## config.mk

```make
export PLATFORM = sky130hd
export DESIGN_NAME = aes_spram_dma
export DESIGN_NICKNAME = d
export VERILOG_FILES = /design/src/rtl/aes_dma_pkg.sv /design/src/rtl/aes_dma_blkbuf.sv /design/src/rtl/aes_spram_dma.sv
export SDC_FILE = /design/constraint.sdc
export NUM_CORES = 1
export LEC_CHECK = 0
export ABC_AREA = 1
export ABC_CLOCK_PERIOD_IN_PS = 5630
export CORE_AREA = 2 2 204 206
export CTS_CLUSTER_DIAMETER = 120
export CTS_CLUSTER_SIZE = 16
export DETAILED_ROUTE_END_ITERATION = 12
export DIE_AREA = 0 0 206 208
export PLACE_DENSITY = 0.61
export SLEW_MARGIN = 10
export SYNTH_ARGS = -nofsm -noshare
export SYNTH_HDL_FRONTEND = slang
export SYNTH_HIERARCHICAL = 1
export SYNTH_SLANG_ARGS = --single-unit
```

## constraint.sdc

```tcl
create_clock -name clk -period 5.63 [get_ports clk]
set_input_delay 1.126 -clock clk [delete_from_list [all_inputs] [get_ports clk]]
set_output_delay 1.126 -clock clk [all_outputs]
set_load 0.01 [all_outputs]
```

## src/rtl/aes_dma_pkg.sv

```systemverilog
// Shared types and block/word mapping for the SPRAM <-> AES block-transfer engine.
package aes_dma_pkg;

  typedef enum logic [2:0] {
    S_IDLE,
    S_READ,
    S_SEND,
    S_WAIT,
    S_WRITE,
    S_DONE
  } state_t;

  localparam int BLOCK_WORDS = 4;

  // Word 0 (lowest address) occupies the most significant 32 bits of a block.
  function automatic int word_lsb(input logic [1:0] idx);
    return (BLOCK_WORDS - 1 - int'(idx)) * 32;
  endfunction

  function automatic logic [31:0] word_of(input logic [127:0] blk, input logic [1:0] idx);
    return blk[word_lsb(idx) +: 32];
  endfunction

endpackage

```

## src/rtl/aes_dma_blkbuf.sv

```systemverilog
// 128-bit block register: word loads from SPRAM, full loads from the AES core,
// and a word-indexed read port for writeback.
module aes_dma_blkbuf
  import aes_dma_pkg::*;
(
  input  logic         clk,
  input  logic         rst,
  input  logic         wr_en,
  input  logic [1:0]   wr_idx,
  input  logic [31:0]  wr_word,
  input  logic         ld_en,
  input  logic [127:0] ld_blk,
  input  logic [1:0]   rd_idx,
  output logic [31:0]  rd_word,
  output logic [127:0] blk
);

  always_ff @(posedge clk or posedge rst) begin
    if (rst) begin
      blk <= '0;
    end else if (ld_en) begin
      blk <= ld_blk;
    end else if (wr_en) begin
      blk[word_lsb(wr_idx) +: 32] <= wr_word;
    end
  end

  assign rd_word = word_of(blk, rd_idx);

endmodule

```

## src/rtl/aes_spram_dma.sv

```systemverilog
// Block-transfer engine: reads 4-word blocks from SPRAM, passes them through the
// AES core over valid/ready, and writes the results back to a destination region.
module aes_spram_dma
  import aes_dma_pkg::*;
#(
  parameter int ADDR_W = 14,
  parameter int NBLK_W = 12
) (
  input  logic              clk,
  input  logic              rst,
  input  logic              start,
  input  logic [ADDR_W-1:0] src_addr,
  input  logic [ADDR_W-1:0] dst_addr,
  input  logic [NBLK_W-1:0] nblocks,
  output logic              busy,
  output logic              done,
  output logic [3:0]        mem_wen,
  output logic [ADDR_W-1:0] mem_addr,
  output logic [31:0]       mem_wdata,
  input  logic [31:0]       mem_rdata,
  output logic              aes_in_valid,
  input  logic              aes_in_ready,
  output logic [127:0]      aes_in_data,
  input  logic              aes_out_valid,
  output logic              aes_out_ready,
  input  logic [127:0]      aes_out_data
);

  state_t            state;
  logic [ADDR_W-1:0] src;
  logic [ADDR_W-1:0] dst;
  logic [NBLK_W-1:0] remaining;
  logic [2:0]        k;

  logic              buf_wr;
  logic [1:0]        buf_wr_idx;
  logic              buf_ld;
  logic [1:0]        buf_rd_idx;
  logic [31:0]       buf_rd_word;

  // Read data for the address presented at k-1 arrives at k, so capture lags by one.
  assign buf_wr     = (state == S_READ) && (k != 3'd0);
  assign buf_wr_idx = 2'(k - 3'd1);
  assign buf_ld     = (state == S_WAIT) && aes_out_valid;
  assign buf_rd_idx = 2'(k + 3'd1);

  aes_dma_blkbuf u_blkbuf (
    .clk     (clk),
    .rst     (rst),
    .wr_en   (buf_wr),
    .wr_idx  (buf_wr_idx),
    .wr_word (mem_rdata),
    .ld_en   (buf_ld),
    .ld_blk  (aes_out_data),
    .rd_idx  (buf_rd_idx),
    .rd_word (buf_rd_word),
    .blk     (aes_in_data)
  );

  always_ff @(posedge clk or posedge rst) begin
    if (rst) begin
      state         <= S_IDLE;
      src           <= '0;
      dst           <= '0;
      remaining     <= '0;
      k             <= '0;
      busy          <= 1'b0;
      done          <= 1'b0;
      mem_wen       <= 4'h0;
      mem_addr      <= '0;
      mem_wdata     <= '0;
      aes_in_valid  <= 1'b0;
      aes_out_ready <= 1'b0;
    end else begin
      done <= 1'b0;
      case (state)
        S_IDLE: begin
          if (start) begin
            src       <= src_addr;
            dst       <= dst_addr;
            remaining <= nblocks;
            k         <= '0;
            if (nblocks == '0) begin
              state <= S_DONE;
            end else begin
              state    <= S_READ;
              busy     <= 1'b1;
              mem_addr <= src_addr;
            end
          end
        end

        S_READ: begin
          if (k == 3'd4) begin
            state        <= S_SEND;
            aes_in_valid <= 1'b1;
          end else begin
            k <= k + 3'd1;
            if (k != 3'd3) mem_addr <= src + ADDR_W'(k + 3'd1);
          end
        end

        S_SEND: begin
          if (aes_in_ready) begin
            aes_in_valid  <= 1'b0;
            aes_out_ready <= 1'b1;
            state         <= S_WAIT;
          end
        end

        // The block buffer loads on this same edge, so word 0 comes straight from the core.
        S_WAIT: begin
          if (aes_out_valid) begin
            aes_out_ready <= 1'b0;
            state         <= S_WRITE;
            k             <= '0;
            mem_wen       <= 4'hF;
            mem_addr      <= dst;
            mem_wdata     <= word_of(aes_out_data, 2'd0);
          end
        end

        S_WRITE: begin
          if (k == 3'd3) begin
            mem_wen   <= 4'h0;
            src       <= src + ADDR_W'(BLOCK_WORDS);
            dst       <= dst + ADDR_W'(BLOCK_WORDS);
            remaining <= remaining - NBLK_W'(1);
            k         <= '0;
            if (remaining == NBLK_W'(1)) begin
              state <= S_DONE;
              busy  <= 1'b0;
            end else begin
              state    <= S_READ;
              mem_addr <= src + ADDR_W'(BLOCK_WORDS);
            end
          end else begin
            k         <= k + 3'd1;
            mem_addr  <= dst + ADDR_W'(k + 3'd1);
            mem_wdata <= buf_rd_word;
          end
        end

        S_DONE: begin
          done  <= 1'b1;
          state <= S_IDLE;
        end

        default: state <= S_IDLE;
      endcase
    end
  end

endmodule

```

==> insert_results.sql <==
INSERT INTO impl_metrics (metric_group, metric, value, unit) VALUES
('timing', 'grt_setup_unrepaired', 'no', ''),
('drt', 'post_drt_via_cell_ratio', '5.19', ''),
('timing', 'min_clock_period_post_route', '3850', 'ps'),
('final_layout', 'nFillCells', '4186', ''),
('synth', 'yosys.cell_types.count', '47', ''),
('timing', 'final_count_of_pins_violating_max_slew', '0', ''),
('critical_path', 'regToRegStartpoint', 'k[0]', ''),
('critical_path', 'timing.reg2reg.worst_path_depth', '7', ''),
('timing', 'timing.final.setup_violations', '0', ''),
('final_layout', 'final_design_area_no_fill', '0.0194', 'mm2'),
('drt', 'antenna_left', '0', ''),
('synth', 'share_of_synthesized_area_occupied_by_flip_flops_and_latches', '0.378', ''),
('critical_path', 'reg2reg_setup_slack', '1780', 'ps'),
('critical_path', 'critPathLaunch', 'k[0]', ''),
('global_routing', 'grt_pass1_vias', '15500', ''),
('global_routing', 'grt_first_pass_wirelength', '95200', 'um'),
('drt', 'dr_wl_met2', '28700', 'um'),
('synth', 'synthesis_warnings', '6', ''),
('placement', 'buffers_on_ports', '386', ''),
('drt', 'drtIter0Drc', '1543', ''),
('floorplan', 'floorplan.die.height', '208', 'um'),
('worst_hold_path', 'worstHoldPathType', 'reg -> reg', ''),
('timing', 'worst_slew_margin_rel', '0.264', ''),
('critical_path', 'required', '6070', 'ps'),
('timing', 'final-hold-violation-count', '0', ''),
('synth', 'netlist_instances', '2280', ''),
('placement', 'place_congestion', '0.960', ''),
('synth', 'syn_nets', '2509', ''),
('cts', 'cts-root-buf', 'sky130_fd_sc_hd__clkbuf_16', ''),
('synth', 'synthesis.area', '0.0149', 'mm2'),
('critical_path', 'critPathMaxFanout', '52', ''),
('floorplan', 'floorplan.io_pins', '387', ''),
('synth', 'postSynthRegisterBits', '225', ''),
('critical_path', 'timing.rr.end', 'u_blkbuf/blk[36]', ''),
('cts', 'tritoncts', 'done', ''),
('timing', 'clock_skew', '27.1', 'ps'),
('drt', 'post_drt_wl_per_cell', '20.2', 'um'),
('final_layout', 'post-route-util', '0.479', ''),
('cts', 'clock_sinks', '225', ''),
('synth', 'count_of_flip_flops_with_a_built_in_enable_after_synthesis', '0', ''),
('final_layout', 'final_net_count', '2803', ''),
('cts', 'clock_tree.buffer_depth', '3', ''),
('placement', 'standard_cell_area_after_detailed_placement', '0.0189', 'mm2'),
('final_layout', 'regArea', '0.00563', 'mm2'),
('critical_path', 'timing.critical_path.from_type', 'flip-flop', ''),
('run_status', 'status', 'complete, no violations', ''),
('global_routing', 'grt_antenna_before_repair', '3', ''),
('critical_path', 'end_kind', 'flip-flop', ''),
('drt', 'dr.max_layer_used', 'met5', ''),
('timing', 'hold_slack', '481', 'ps'),
('critical_path', 'critPathArrivalTime', '4280', 'ps'),
('placement', 'hpwl', '46800', 'um'),
('timing', 'max_clock_freq', '260', 'MHz'),
('worst_hold_path', 'depth_of_the_worst_hold_timing_path', '2', ''),
('critical_path', 'critical_path_class', 'reg -> reg', ''),
('global_routing', 'grt-ovfl-total', '0', ''),
('final_layout', 'drive_gt1_frac', '0.0416', ''),
('drt', 'firstDrtPassIters', '6', ''),
('drt', 'detailroute.wirelength.met3', '5400', 'um'),
('synth', 'avgSynthCellArea', '6.53', 'um2'),
('drt', 'wl_met1', '27500', 'um'),
('cts', 'tritoncts.num_buffers', '18', ''),
('cts', 'post_cts_repair_setup_buffers', '0', ''),
('worst_hold_path', 'worst_hold_startpoint', 'aes_out_ready', ''),
('final_layout', 'multiInputGateArea', '0.00743', 'mm2'),
('final_layout', 'syn2layout_area_growth', '30.4', '%'),
('power', 'ir_worst_vdd', '0.271', 'mV'),
('global_routing', 'grt_util_all_layers', '0.288', ''),
('timing', 'totalNegativeSetupSlack', '0', 'ps'),
('floorplan', 'initial_utilization', '0.367', ''),
('timing', 'setup_ws', '1780', 'ps');
## cell families (layout without fill, tap and decap cells)
kind of cell / after synthesis / after routing / share of synthesized area
simple gates: 1309 / 1309 / 0.367
buf+inv: 447 / 742 / 0.124
compound gates: 263 / 263 / 0.102
mux: 3 / 3 / 0.00227
flops: 225 / 225 / 0.378
other cells: 0 / 2 / 0
xor+xnor: 9 / 9 / 0.00529
fa+ha+maj: 24 / 24 / 0.0212
## registers in the layout (all words and copies together) (netlist names), 3 cells and up
signal	count
u_blkbuf/blk	128
mem_wdata	32
dst	14
mem_addr	14
src	14
remaining	12
k	3
state	3
## synthesized netlist by cell type (4+ instances only)
master | n | area, um2
sky130_fd_sc_hd__nand2_1 | 756 | 2840
sky130_fd_sc_hd__nand3_1 | 298 | 1490
sky130_fd_sc_hd__inv_1 | 270 | 1010
sky130_fd_sc_hd__dfrtp_1 | 225 | 5630
sky130_fd_sc_hd__nor2_1 | 205 | 769
sky130_fd_sc_hd__o21ai_0 | 97 | 485
sky130_fd_sc_hd__buf_2 | 67 | 335
sky130_fd_sc_hd__a21oi_1 | 61 | 305
sky130_fd_sc_hd__a31oi_1 | 41 | 257
sky130_fd_sc_hd__o211ai_1 | 36 | 270
sky130_fd_sc_hd__inv_2 | 35 | 131
sky130_fd_sc_hd__clkbuf_1 | 34 | 128
sky130_fd_sc_hd__ha_1 | 22 | 275
sky130_fd_sc_hd__buf_4 | 13 | 97.6
sky130_fd_sc_hd__o22ai_1 | 12 | 75.1
sky130_fd_sc_hd__buf_1 | 11 | 41.3
sky130_fd_sc_hd__clkinv_1 | 11 | 41.3
sky130_fd_sc_hd__nor3_1 | 10 | 50.1
sky130_fd_sc_hd__nand3b_1 | 7 | 52.6
sky130_fd_sc_hd__nand4_1 | 7 | 43.8
sky130_fd_sc_hd__xor2_1 | 7 | 61.3
sky130_fd_sc_hd__a22oi_1 | 5 | 37.5
sky130_fd_sc_hd__buf_6 | 5 | 56.3
sky130_fd_sc_hd__nor2_2 | 5 | 31.3
sky130_fd_sc_hd__nor2_4 | 4 | 45.0
sky130_fd_sc_hd__or2_2 | 4 | 25.0
## layer usage
metal,track usage,up-vias
li1,-,7768
met1,0.413,7567
met2,0.457,745
met3,0.0465,65
met4,0.0584,2
met5,0,-
## cells in the final DEF (no fill, tap or decap), drive strengths merged
cell / netlist / final
a21oi: 62 / 62
a22o: 1 / 1
a22oi: 5 / 5
a31oi: 41 / 41
and2: 1 / 1
buf: 96 / 19
clkbuf: 35 / 20
clkdlybuf4s50: 0 / 386
clkinv: 11 / 11
dfrtp: 225 / 225
diode: 0 / 2
fa: 2 / 2
ha: 22 / 22
inv: 305 / 306
mux2: 3 / 3
nand2: 760 / 760
nand3: 301 / 301
nand3b: 7 / 7
nand4: 7 / 7
nor2: 214 / 214
nor3: 12 / 12
nor3b: 1 / 1
nor4: 2 / 2
o2111ai: 2 / 2
o211ai: 36 / 36
o21ai: 101 / 101
o21bai: 1 / 1
o221ai: 1 / 1
o22ai: 12 / 12
o32ai: 1 / 1
or2: 4 / 4
xnor2: 2 / 2
xor2: 7 / 7
## through the flow
step,total power [mW],instances
5_1_grt,11.4,3109
3_3_place_gp,9.21,3086
3_5_place_dp,9.26,3086
6_report,10.5,3109
4_1_cts,10.5,3107
2_1_floorplan,6.61,2280
## where the power goes
part	internal (mW)	leakage, nW	switching [mW]
Combinational	2.43	6.77	3.66
Sequential	2.35	2.74	0.838
Clock	0.609	0.243	0.641
## worst max path at each step
stage,to,slack (ps),depth (start not counted)
2_1_floorplan,u_blkbuf/blk[0],1090,1
3_3_place_gp,u_blkbuf/blk[69],1900,9
3_5_place_dp,u_blkbuf/blk[43],1870,7
4_1_cts,u_blkbuf/blk[43],1830,7
5_1_grt,u_blkbuf/blk[36],1500,7
6_report,u_blkbuf/blk[36],1780,7
## final cells by class
class,instances,share of cell area
timing repair buffer,405,0.206
inverter,316,0.0617
antenna,2,0.000258
multi-input combinational,1608,0.382
clock buffer,20,0.0247
tap,532,0.0343
clock inverter,1,0.000837
sequential,225,0.290
## critical path, cell delays in order (launching register included)
cell	delay, ps
sky130_fd_sc_hd__dfrtp_1	410
sky130_fd_sc_hd__inv_4	280
sky130_fd_sc_hd__clkinv_1	570
sky130_fd_sc_hd__ha_2	1300
sky130_fd_sc_hd__nand2_1	160
sky130_fd_sc_hd__nor2_2	650
sky130_fd_sc_hd__nand3_1	250
sky130_fd_sc_hd__nand2_1	110
Power figures use the tool's default switching activity.
